File: src/rtl/venus_pkg.sv
// Venus-wide address constants and types, shared by fetch, instruction memory
// and the branch unit.
package venus_pkg;

  localparam int ADDR_W = 17;
  localparam logic [ADDR_W-1:0] RESET_ADDR = '0;

  typedef logic [ADDR_W-1:0] pc_addr_t;

endpackage

File: src/rtl/pc_incrementer.sv
// Combinational sequential-address adder: addr + INC modulo 2^ADDR_W, with the
// carry out of the top bit exposed for future use.
module pc_incrementer #(
  parameter int          ADDR_W = venus_pkg::ADDR_W,
  parameter int unsigned INC    = 1
) (
  input  logic [ADDR_W-1:0] addr_i,
  output logic [ADDR_W-1:0] addr_o,
  output logic              carry_o
);

  logic [ADDR_W:0] sum;

  assign sum     = {1'b0, addr_i} + (ADDR_W+1)'(INC);
  assign addr_o  = sum[ADDR_W-1:0];
  assign carry_o = sum[ADDR_W];

endmodule

File: src/rtl/program_counter.sv
// Instruction-fetch program counter: registered fetch address plus the
// combinational next address (redirect > stall > increment).
module program_counter #(
  parameter int          ADDR_W     = venus_pkg::ADDR_W,
  parameter int unsigned RESET_ADDR = 32'(venus_pkg::RESET_ADDR),
  parameter int unsigned INC        = 1
) (
  input  logic              clk,
  input  logic              rst_n,
  input  logic              set,
  input  logic              stall,
  input  logic [ADDR_W-1:0] addr_i,
  output logic [ADDR_W-1:0] addr_o,
  output logic [ADDR_W-1:0] next_pc
);

  if (INC < 1) begin : g_bad_inc
    $error("program_counter: INC must be at least 1");
  end
  if ((64'(RESET_ADDR) >> ADDR_W) != 64'd0) begin : g_bad_reset_addr
    $error("program_counter: RESET_ADDR does not fit in ADDR_W bits");
  end

  logic [ADDR_W-1:0] addr_q, addr_d;
  logic [ADDR_W-1:0] inc_addr;
  logic              inc_carry_unused;

  pc_incrementer #(
    .ADDR_W (ADDR_W),
    .INC    (INC)
  ) u_inc (
    .addr_i  (addr_q),
    .addr_o  (inc_addr),
    .carry_o (inc_carry_unused)
  );

  // A redirect always wins so that a branch taken during a stall is not lost.
  always_comb begin
    addr_d = inc_addr;
    if (set) begin
      addr_d = addr_i;
    end else if (stall) begin
      addr_d = addr_q;
    end
  end

  always_ff @(posedge clk or negedge rst_n) begin
    if (!rst_n) begin
      addr_q <= ADDR_W'(RESET_ADDR);
    end else begin
      addr_q <= addr_d;
    end
  end

  assign addr_o  = addr_q;
  assign next_pc = addr_d;

endmodule

File: config.mk
export PLATFORM = sky130hd
export DESIGN_NAME = program_counter
export DESIGN_NICKNAME = d
export VERILOG_FILES = /design/src/rtl/venus_pkg.sv /design/src/rtl/pc_incrementer.sv /design/src/rtl/program_counter.sv
export SDC_FILE = /design/constraint.sdc
export NUM_CORES = 1
export LEC_CHECK = 0
export CAP_MARGIN = 40
export CELL_PAD_IN_SITES_DETAIL_PLACEMENT = 0
export CELL_PAD_IN_SITES_GLOBAL_PLACEMENT = 2
export CORE_MARGIN = 8
export CORE_UTILIZATION = 35
export CTS_CLUSTER_SIZE = 25
export DETAILED_ROUTE_END_ITERATION = 16
export DONT_BUFFER_PORTS = 1
export GPL_TIMING_DRIVEN = 0
export PLACE_DENSITY_LB_ADDON = 0.25
export SYNTH_ARGS = -nofsm -noshare
export SYNTH_HDL_FRONTEND = slang
export SYNTH_SLANG_ARGS = --single-unit
File: constraint.sdc
create_clock -name clk -period 4.1 [get_ports clk]
set_input_delay 1.23 -clock clk [delete_from_list [all_inputs] [get_ports clk]]
set_output_delay 1.23 -clock clk [all_outputs]
set_load 0.01 [all_outputs]
==> flow_metrics.py, run 1 <==
metrics = {
    "finish": {
        "drive_gt1_share_pct": 5.45,
        "area_growth_syn_to_layout_pct": 6.81,
        "final_common_cell": "nand2_1",
        "largest_register_ffs": 17,
        "finalNetCount": 133,
        "final_cell_mix": "nand2_1 (20), dfrtp_1 (17), o21ai_0 (15)",
        "n_antenna_cell": 0,
    },
    "critical_path": {
        "endpoint_kind": "output pin",
        "crit_end": "next_pc[15]",
        "timing_worst_setup_path_type": "in -> out",
        "critPathMaxFanout": 7,
        "cp_cell_sequence": "nand4b_4 > or4_1 > or3_1 > a31oi_1",
        "r2r_start": "addr_o[0]$_DFF_PN0_",
        "rrSetupSlack_ns": 2.01,
        "rr_worst_depth": 5,
        "cp_slowest_cell": "or4_1",
        "r2r-end": "addr_o[12]$_DFF_PN0_",
        "cpPeakStageDelay_ns": 0.52,
        "worstPathArrival_ns": 2.61,
        "critPathLaunch": "stall",
        "cp-start-kind": "input pin",
        "crit_required_ns": 2.87,
    },
    "floorplan": {
        "io_pins": 55,
        "dieArea_sq_um": 4660,
        "die_w_um": 68.3,
        "dieHeight_um": 68.3,
        "coreArea_sq_um": 2690,
        "num_rows": 19,
        "initial_core_util_pct": 35.6,
    },
    "timing": {
        "tns_ns": 0,
        "final.min_clock_period_ns": 3.84,
        "worst_clock_skew_ns": 0.00333,
        "max_freq_mhz": 260,
        "setup_viol": 0,
        "setup_slack_ns": 0.260,
        "slew_viol_final": 0,
        "worstMarginPinSlew_ns": 0.510,
        "slew_headroom_pct": 65.7,
        "final-hold-violation-count": 0,
        "rsz0062_at_grt": "false",
        "timing.final.crit_share_pct": 93.7,
    },
    "logic_synthesis": {
        "ys_ff_latch": 17,
        "syn-cell-area_sq_um": 956,
        "syn-instance-count": 106,
        "synth.distinct_cells": 23,
        "ys_seq_area_share_pct": 44.5,
        "synth_nets": 128,
        "synth_area_per_cell_sq_um": 9.02,
        "yosys_warnings": 0,
    },
    "pwr": {
        "power.share.clock_pct": 24.4,
        "p_per_area_nw_per_um2": 369,
        "combPwrFrac_pct": 17.0,
        "cellLeakagePower_uw": 0.000385,
        "switchingPower_uw": 130,
        "ir_drop_v": 0.000200,
        "p_seq_share_pct": 58.6,
        "switching_share_pct": 34.6,
        "intPower_uw": 246,
    },
    "global_routing": {
        "grt_pass1_wl_um": 4090,
        "antenna_found_initial": 0,
        "grt_pass1_vias": 792,
        "grt_start_max_net_pins": 18,
        "grt_use_total_pct": 11.9,
        "overflow": 0,
    },
    "cts": {
        "postCtsHoldBufs": 0,
        "insertion_delay_ns": 0.29,
        "cts.sinks": 17,
        "htreeDepth": 1,
        "path_clk_slew_ns": 0.10,
        "cts_buffer_depth": 2,
        "ctsResizeCount": 0,
        "cts_tree": "done",
        "clockRootBuffer": "clkbuf_4",
        "cts_made_buffers": 3,
        "post_cts_buffers": 0,
    },
    "route": {
        "avgViaCountPerCell": 5.34,
        "wirelength_um": 2640,
        "drc_errors": 0,
        "dr.pass1.iters": 4,
        "antenna_left": 0,
        "avgRoutedWirePerCell_um": 18.7,
        "via_count": 753,
        "drt-initial-drc-count": 9,
    },
    "status": {
        "status": "complete, no violations",
    },
    "flow_run": {
        "drv_cap": 0,
    },
    "place": {
        "dp_slack_ns": 0.233,
        "gp_congestion": 0.742,
        "hpwlAfterDp_um": 2050,
        "io_buffers": 0,
    },
    "min_path": {
        "hold_class": "in -> async",
    },
}
[how the worst min path moves through the flow]
| stage | from | to | slack [ns] | cells past startpoint |
|---|---|---|---|---|
| 2_1_floorplan | addr_o[15]$_DFF_PN0_ | addr_o[15]$_DFF_PN0_ | 0.69 | 2 |
| 3_3_place_gp | addr_o[15]$_DFF_PN0_ | addr_o[15]$_DFF_PN0_ | 0.75 | 2 |
| 3_5_place_dp | addr_o[15]$_DFF_PN0_ | addr_o[15]$_DFF_PN0_ | 0.76 | 2 |
| 4_1_cts | rst_n | addr_o[10]$_DFF_PN0_ | 0.60 | 0 |
| 5_1_grt | rst_n | addr_o[10]$_DFF_PN0_ | 0.59 | 0 |
| 6_report | rst_n | addr_o[2]$_DFF_PN0_ | 0.62 | 0 |
[metrics by stage]
step	hold WS, ns	power (uW)	cell area (sq um)	cells	util (%)
finish	0.619	376	1020	141	38.0
global route	0.590	403	1020	141	38.0
CTS	0.603	387	1020	141	38.0
detailed placement	0.764	291	995	137	37.0
global placement	0.753	288	995	137	37.0
floorplan	0.692	271	956	106	-
[logic make-up (layout without fill, tap and decap cells)]
family / Yosys count / count (layout) / share of synthesized area [%]
buf+inv: 8 / 12 / 3.14
simple gates: 46 / 46 / 25.9
compound gates: 18 / 18 / 10.1
flops: 17 / 17 / 44.5
mux: 3 / 3 / 3.14
xor+xnor: 13 / 13 / 11.9
fa+ha+maj: 1 / 1 / 1.31
[worst max-delay path: cells and delay by family]
family / cells / cell delay, ns
AOI/OAI and AO/OA: 1 / 0.33
and+or+nand+nor: 3 / 1.05
[metal layers]
metal	vias to the layer above	routed length [um]	global-route usage, %
li1	379	-	-
met1	338	945	12.3
met2	34	1310	19.6
met3	2	358	6.38
met4	0	18	5.37
met5	-	0	0
[cell type report]
class                           instances  area [sq um]
Fill cell                             296          1670
Multi-Input combinational cell         81           500
Sequential cell                        17           425
Tap cell                               31          38.8
Clock buffer                            4          26.3
Buffer                                  4          15.0
Inverter                                4          15.0
[power groups by stage]
| stage | logic, uW | clock network (uW) | registers (uW) |
|---|---|---|---|
| 6_report | 63.8 | 92.0 | 221 |
| 5_1_grt | 73.6 | 104 | 225 |
| 4_1_cts | 65.9 | 99.1 | 222 |
| 3_5_place_dp | 65.5 | 0 | 225 |
| 3_3_place_gp | 63.7 | 0 | 225 |
| 2_1_floorplan | 53.7 | 0 | 218 |
[cells in the mapped netlist]
library cell	n	share of area (%)
nand4_1	2	1.3
nor4_2	1	1.3
ha_1	1	1.3
o21ai_0	15	7.9
clkbuf_1	4	1.6
nand4b_4	1	2.5
xnor2_1	11	10
nor4_1	3	2.0
nand3b_1	1	0.79
a31oi_1	1	0.65
inv_1	4	1.6
or4_1	1	0.79
nand3_1	3	1.6
nor2b_1	3	2.0
or3_1	1	0.65
mux2i_1	3	3.1
nor3_1	5	2.6
a22oi_1	2	1.6
dfrtp_1	17	45
xor2_1	2	1.8
nand3_2	1	1.0
nand2_1	20	7.9
nor2_1	4	1.6
No activity file was read; power rests on OpenSTA's default activity.
==> run 2: changes to the inputs <==
--- a/config.mk
+++ b/config.mk
@@ -5,6 +5,7 @@
 export SDC_FILE = /design/constraint.sdc
 export NUM_CORES = 1
 export LEC_CHECK = 0
+export ABC_CLOCK_PERIOD_IN_PS = 4100
 export CAP_MARGIN = 40
 export CELL_PAD_IN_SITES_DETAIL_PLACEMENT = 0
 export CELL_PAD_IN_SITES_GLOBAL_PLACEMENT = 2
==> constraint.sdc (replaced) <==
create_clock -name clk -period 4.1 [get_ports clk]
set_input_delay 1.23 -clock clk [delete_from_list [all_inputs] [get_ports clk]]
set_output_delay 1.23 -clock clk [all_outputs]
set_load 0.1 [all_outputs]
==> flow_metrics.py, run 2 (synthesized netlist as in run 1, its figures left out) <==
metrics = {
    "critical_path": {
        "crit_required_ns": 2.87,
        "worstPathArrival_ns": 2.86,
        "endpoint_kind": "output pin",
        "timing_worst_setup_path_type": "in -> out",
        "critPathMaxFanout": 5,
        "cp-start-kind": "input pin",
    },
    "finish": {
        "drive_gt1_share_pct": 42.3,
        "n_antenna_cell": 0,
        "final_cell_mix": "nand2_1 (20), buf_16 (19), dfrtp_1 (17)",
        "final_common_cell": "nand2_1",
        "largest_register_ffs": 17,
        "finalNonFillerCells": 180,
        "area_growth_syn_to_layout_pct": 98.3,
        "design_area_sq_um": 1900,
        "finalNetCount": 172,
    },
    "floorplan": {
        "die_w_um": 68.3,
        "coreArea_sq_um": 2690,
        "io_pins": 55,
        "num_rows": 19,
        "initial_core_util_pct": 35.6,
        "dieHeight_um": 68.3,
        "dieArea_sq_um": 4660,
    },
    "global_routing": {
        "grt_pass1_vias": 1096,
        "overflow": 0,
        "grt_pass1_wl_um": 5290,
        "grt_start_max_net_pins": 18,
        "grt_use_total_pct": 15.0,
        "antenna_found_initial": 0,
    },
    "timing": {
        "slew_viol_final": 0,
        "final-hold-violation-count": 0,
        "setup_viol": 0,
        "worstMarginPinSlew_ns": 0.769,
        "final.min_clock_period_ns": 4.09,
        "tns_ns": 0,
        "max_freq_mhz": 245,
        "rsz0062_at_grt": "true",
        "slew_headroom_pct": 48.7,
        "timing.final.crit_share_pct": 99.6,
        "worst_clock_skew_ns": 0.00922,
    },
    "cts": {
        "cts.sinks": 17,
        "cts_tree": "done",
        "htreeDepth": 1,
        "path_clk_slew_ns": 0.11,
        "cts_buffer_depth": 2,
        "cts_made_buffers": 3,
        "insertion_delay_ns": 0.30,
        "clockRootBuffer": "clkbuf_4",
    },
    "route": {
        "drc_errors": 0,
        "dr.pass1.iters": 3,
        "via_count": 934,
        "avgViaCountPerCell": 5.19,
        "drt-initial-drc-count": 12,
        "wirelength_um": 3220,
        "antenna_left": 0,
        "avgRoutedWirePerCell_um": 17.9,
    },
    "min_path": {
        "hold_class": "in -> async",
    },
    "status": {
        "status": "complete, no violations",
    },
    "pwr": {
        "intPower_uw": 399,
        "power.share.clock_pct": 11.2,
        "cellLeakagePower_uw": 0.000789,
        "p_seq_share_pct": 26.9,
        "switchingPower_uw": 426,
        "ir_drop_v": 0.000281,
        "switching_share_pct": 51.6,
        "p_total_uw": 824,
        "combPwrFrac_pct": 61.9,
        "p_per_area_nw_per_um2": 435,
    },
    "place": {
        "dp.cells": 175,
        "gp_congestion": 0.719,
        "post_dp_cell_area_sq_um": 1850,
        "hpwlAfterDp_um": 2670,
        "io_buffers": 0,
    },
    "flow_run": {
        "drv_cap": 0,
    },
}
==> run 2: critical path, cell delays in order <==
cell	delay, ns
nand4b_4	0.16
or4_4	0.50
or3_4	0.35
a31oi_4	0.62
==> run 2: power by group through the flow <==
stage / clock network, uW / registers [uW] / logic, uW
2_1_floorplan: 0 / 338 / 188
3_3_place_gp: 0 / 345 / 198
3_5_place_dp: 0 / 225 / 512
4_1_cts: 96.8 / 222 / 514
5_1_grt: 103 / 225 / 525
6_report: 92.6 / 222 / 510
==> run 2: area by class of cell <==
cell class / instances / area, sq um
Buffer: 4 / 15.0
Clock inverter: 1 / 5.00
Timing Repair Buffer: 39 / 797
Inverter: 4 / 15.0
Tap cell: 31 / 38.8
Clock buffer: 3 / 22.5
Sequential cell: 17 / 425
Multi-Input combinational cell: 81 / 577
Fill cell: 195 / 791
==> run 2: routing by layer <==
layer  track usage [%]  vias up  share of wire (%)
met5                 0        -                  0
met4              2.30        0               0.59
met2              27.7       31                 54
met3              5.89        2                8.0
li1                  -      457                  -
met1              15.9      444                 38
==> run 2: timing repair <==
item,in CTS,in global routing
endpoints found under the setup margin,1,1
pin swaps,2,2
buffers inserted,1,0
hold endpoints to repair,0,0
hold buffers,0,0
gates resized for setup,2,0
==> run 2: path summary, 6_finish.rpt <==
check,cells after the start,slack (ns),startpoint,to
worst max register to register,4,1.59,addr_o[3]$_DFF_PN0_,addr_o[15]$_DFF_PN0_
worst min register to register,2,0.75,addr_o[5]$_DFF_PN0_,addr_o[5]$_DFF_PN0_
worst max-delay path,4,0.01,stall,next_pc[15]
min in group clk,2,0.75,addr_o[5]$_DFF_PN0_,addr_o[5]$_DFF_PN0_
max in group asynchronous,0,3.41,rst_n,addr_o[6]$_DFF_PN0_
worst min-delay path,0,0.61,rst_n,addr_o[2]$_DFF_PN0_
==> run 2: stage by stage <==
| step | utilization, % | hold slack, ns | setup slack, ns |
|---|---|---|---|
| floorplan | - | 0.934 | -0.183 |
| global placement | 39.0 | 0.935 | -0.356 |
| detailed placement | 68.9 | 0.731 | -0.102 |
| CTS | 70.6 | 0.600 | -0.0815 |
| global route | 70.6 | 0.588 | -0.0252 |
| finish | 70.6 | 0.610 | 0.0145 |
==> run 3: changes to the inputs <==
--- a/config.mk
+++ b/config.mk
@@ -5,12 +5,13 @@
 export SDC_FILE = /design/constraint.sdc
 export NUM_CORES = 1
 export LEC_CHECK = 0
+export ABC_AREA = 1
 export ABC_CLOCK_PERIOD_IN_PS = 4100
 export CAP_MARGIN = 40
 export CELL_PAD_IN_SITES_DETAIL_PLACEMENT = 0
 export CELL_PAD_IN_SITES_GLOBAL_PLACEMENT = 2
 export CORE_MARGIN = 8
-export CORE_UTILIZATION = 35
+export CORE_UTILIZATION = 34
 export CTS_CLUSTER_SIZE = 25
 export DETAILED_ROUTE_END_ITERATION = 16
 export DONT_BUFFER_PORTS = 1
==> flow_metrics.py, run 3 <==
metrics = {
    "cts": {
        "postCtsHoldBufs": 0,
        "cts_tree": "done",
        "ctsResizeCount": 0,
        "clockRootBuffer": "clkbuf_4",
        "htreeDepth": 1,
        "path_clk_slew_ns": 0.11,
        "cts_buffer_depth": 2,
        "cts_made_buffers": 3,
        "insertion_delay_ns": 0.30,
        "post_cts_buffers": 0,
        "cts.sinks": 17,
    },
    "timing": {
        "final.min_clock_period_ns": 3.81,
        "timing.hold.ws_ns": 0.611,
        "timing.final.crit_share_pct": 92.8,
        "max_freq_mhz": 263,
        "worst_clock_skew_ns": 0.00226,
        "setup_viol": 0,
        "slew_viol_final": 0,
        "rsz0062_at_grt": "false",
        "final-hold-violation-count": 0,
        "worstMarginPinSlew_ns": 0.574,
        "setup_slack_ns": 0.295,
        "slew_headroom_pct": 61.8,
    },
    "finish": {
        "area_growth_syn_to_layout_pct": 89.0,
        "finalNetCount": 204,
        "final_common_cell": "nand2_1",
        "final_cell_mix": "nand2_1 (44), buf_16 (18), dfrtp_1 (17)",
        "post-route-util_pct": 65.5,
        "drive_gt1_share_pct": 35.9,
        "largest_register_ffs": 17,
        "nFillCells": 238,
        "finalNonFillerCells": 214,
        "n_antenna_cell": 0,
    },
    "global_routing": {
        "use_met3_pct": 6.64,
        "gr-usage-met2_pct": 27.7,
        "grt_start_max_net_pins": 18,
        "overflow": 0,
        "grt_pass1_wl_um": 6000,
        "grt_use_total_pct": 14.9,
        "met1_usage_pct": 14.5,
        "top_usage_layer": "met2",
        "antenna_found_initial": 0,
        "grt_pass1_vias": 1278,
    },
    "place": {
        "hpwlAfterDp_um": 2790,
        "dp.cells": 210,
        "dp_slack_ns": 0.284,
        "gp_congestion": 0.736,
        "io_buffers": 0,
    },
    "route": {
        "wirelength_um": 3380,
        "drt-initial-drc-count": 24,
        "avgViaCountPerCell": 5.00,
        "avgRoutedWirePerCell_um": 15.8,
        "dr.pass1.iters": 5,
        "antenna_left": 0,
        "drc_errors": 0,
        "via_count": 1070,
    },
    "logic_synthesis": {
        "synthSimpleGateAreaFrac_pct": 38.5,
        "synth_adder_area_share_pct": 1.21,
        "syn-instance-count": 137,
        "syn-cell-area_sq_um": 1030,
        "synth_top_family_by_area": "simple AND/OR/NAND/NOR gates",
        "yosys_warnings": 0,
        "synth_flop_cell": "dfrtp_1",
        "synth_xor_area_share_pct": 5.09,
        "synth_area_per_cell_sq_um": 7.53,
        "synth.top_cells.by_area": "dfrtp_1 (41%), nand2_1 (16%), nand3_1 (6.8%), inv_1 (4.4%), nor2_4 (4.4%)",
        "synth_nets": 159,
        "yosysMostFrequentCell": "nand2_1",
        "post-synth-top-area-cell": "dfrtp_1",
        "synth_compound_area_share_pct": 7.03,
        "synth.cells.most_frequent": "nand2_1 (44), dfrtp_1 (17), nand3_1 (14)",
        "ys_ff_latch": 17,
        "synth.area.mux_share_pct": 0,
        "synth.distinct_cells": 23,
        "ys_seq_area_share_pct": 41.2,
        "synthArstFlopShare_pct": 100,
        "yosysTopAreaCellShare_pct": 41.2,
        "synth-edff-count": 0,
    },
    "critical_path": {
        "cp_slowest_cell": "clkbuf_1",
        "cpPeakStageDelay_ns": 0.50,
        "cp_num_buf_inv": 3,
        "rr_worst_depth": 6,
        "crit_top_cell": "clkbuf_1",
        "endpoint_kind": "output pin",
        "worstPathArrival_ns": 2.58,
        "critPathMaxFanout": 10,
        "critical_path_cell_count": 5,
        "critPathTopFamily": "buffers and inverters",
        "timing_worst_setup_path_type": "in -> out",
        "cp_cell_sequence": "clkbuf_1 > clkbuf_1 > nand2_1 > o21ai_2 > buf_8",
        "cp-start-kind": "input pin",
        "crit_required_ns": 2.87,
    },
    "pwr": {
        "cellLeakagePower_uw": 0.000893,
        "p_per_area_nw_per_um2": 405,
        "ir_drop_v": 0.000262,
    },
    "min_path": {
        "hold_class": "in -> async",
    },
    "status": {
        "status": "complete, no violations",
    },
    "flow_run": {
        "drv_cap": 0,
    },
    "floorplan": {
        "initial_core_util_pct": 34.7,
        "coreArea_sq_um": 2980,
        "die_w_um": 71.1,
        "io_pins": 55,
        "dieHeight_um": 71.1,
        "dieArea_sq_um": 5060,
        "num_rows": 20,
    },
}
==> run 3: power breakdown <==
part	internal [uW]	leakage, uW	switching (uW)	total (uW)
clock	37.9	0.0000150	58.4	96.3
sequential	184	0.000204	32.5	216
combinational	164	0.000674	315	479
==> run 3: path summary, 6_finish.rpt <==
kind                                      start              endpoint  slack, ns
max in group asynchronous                 rst_n  addr_o[14]$_DFF_PN0_       3.41
max reg2reg                 addr_o[0]$_DFF_PN0_  addr_o[10]$_DFF_PN0_       2.47
max                                         set            next_pc[5]       0.29
min                                       rst_n  addr_o[10]$_DFF_PN0_       0.61
min in group clk           addr_o[16]$_DFF_PN0_  addr_o[16]$_DFF_PN0_       0.75
min reg2reg                addr_o[16]$_DFF_PN0_  addr_o[16]$_DFF_PN0_       0.75
==> run 3: cell families (layout without fill, tap and decap cells) <==
family                     after synthesis  count (layout)
AOI/OAI and AO/OA                       14              14
xor gates and xnor gates                 6               6
DFF                                     17              17
adders and majority gates                1               1
and+or+nand+nor                         80              80
buffers and inverters                   19              63
==> run 3: layout make-up <==
type / instances / area (sq um) / area share, %
Buffer: 3 / 11.3 / 0.577
Clock buffer: 4 / 26.3 / 1.35
Inverter: 16 / 60.1 / 3.08
Sequential cell: 17 / 425 / 21.8
Tap cell: 33 / 41.3 / 2.12
Multi-Input combinational cell: 101 / 583 / 29.9
Timing Repair Buffer: 40 / 803 / 41.2
==> run 3: layer usage <==
| layer | share of wire [%] | vias to the layer above |
|---|---|---|
| met4 | 0.44 | 0 |
| met1 | 36 | 499 |
| met2 | 55 | 36 |
| li1 | - | 533 |
| met5 | 0 | - |
| met3 | 8.6 | 2 |
==> run 3: per-stage QoR <==
| step | setup TNS (ns) | power [uW] | area (sq um) |
|---|---|---|---|
| after global routing | 0 | 822 | 1950 |
| after CTS | 0 | 802 | 1950 |
| after floorplan | -0.246 | 502 | 1070 |
| after global placement | -0.525 | 522 | 1110 |
| final | 0 | 791 | 1950 |
| after detailed placement | 0 | 702 | 1920 |
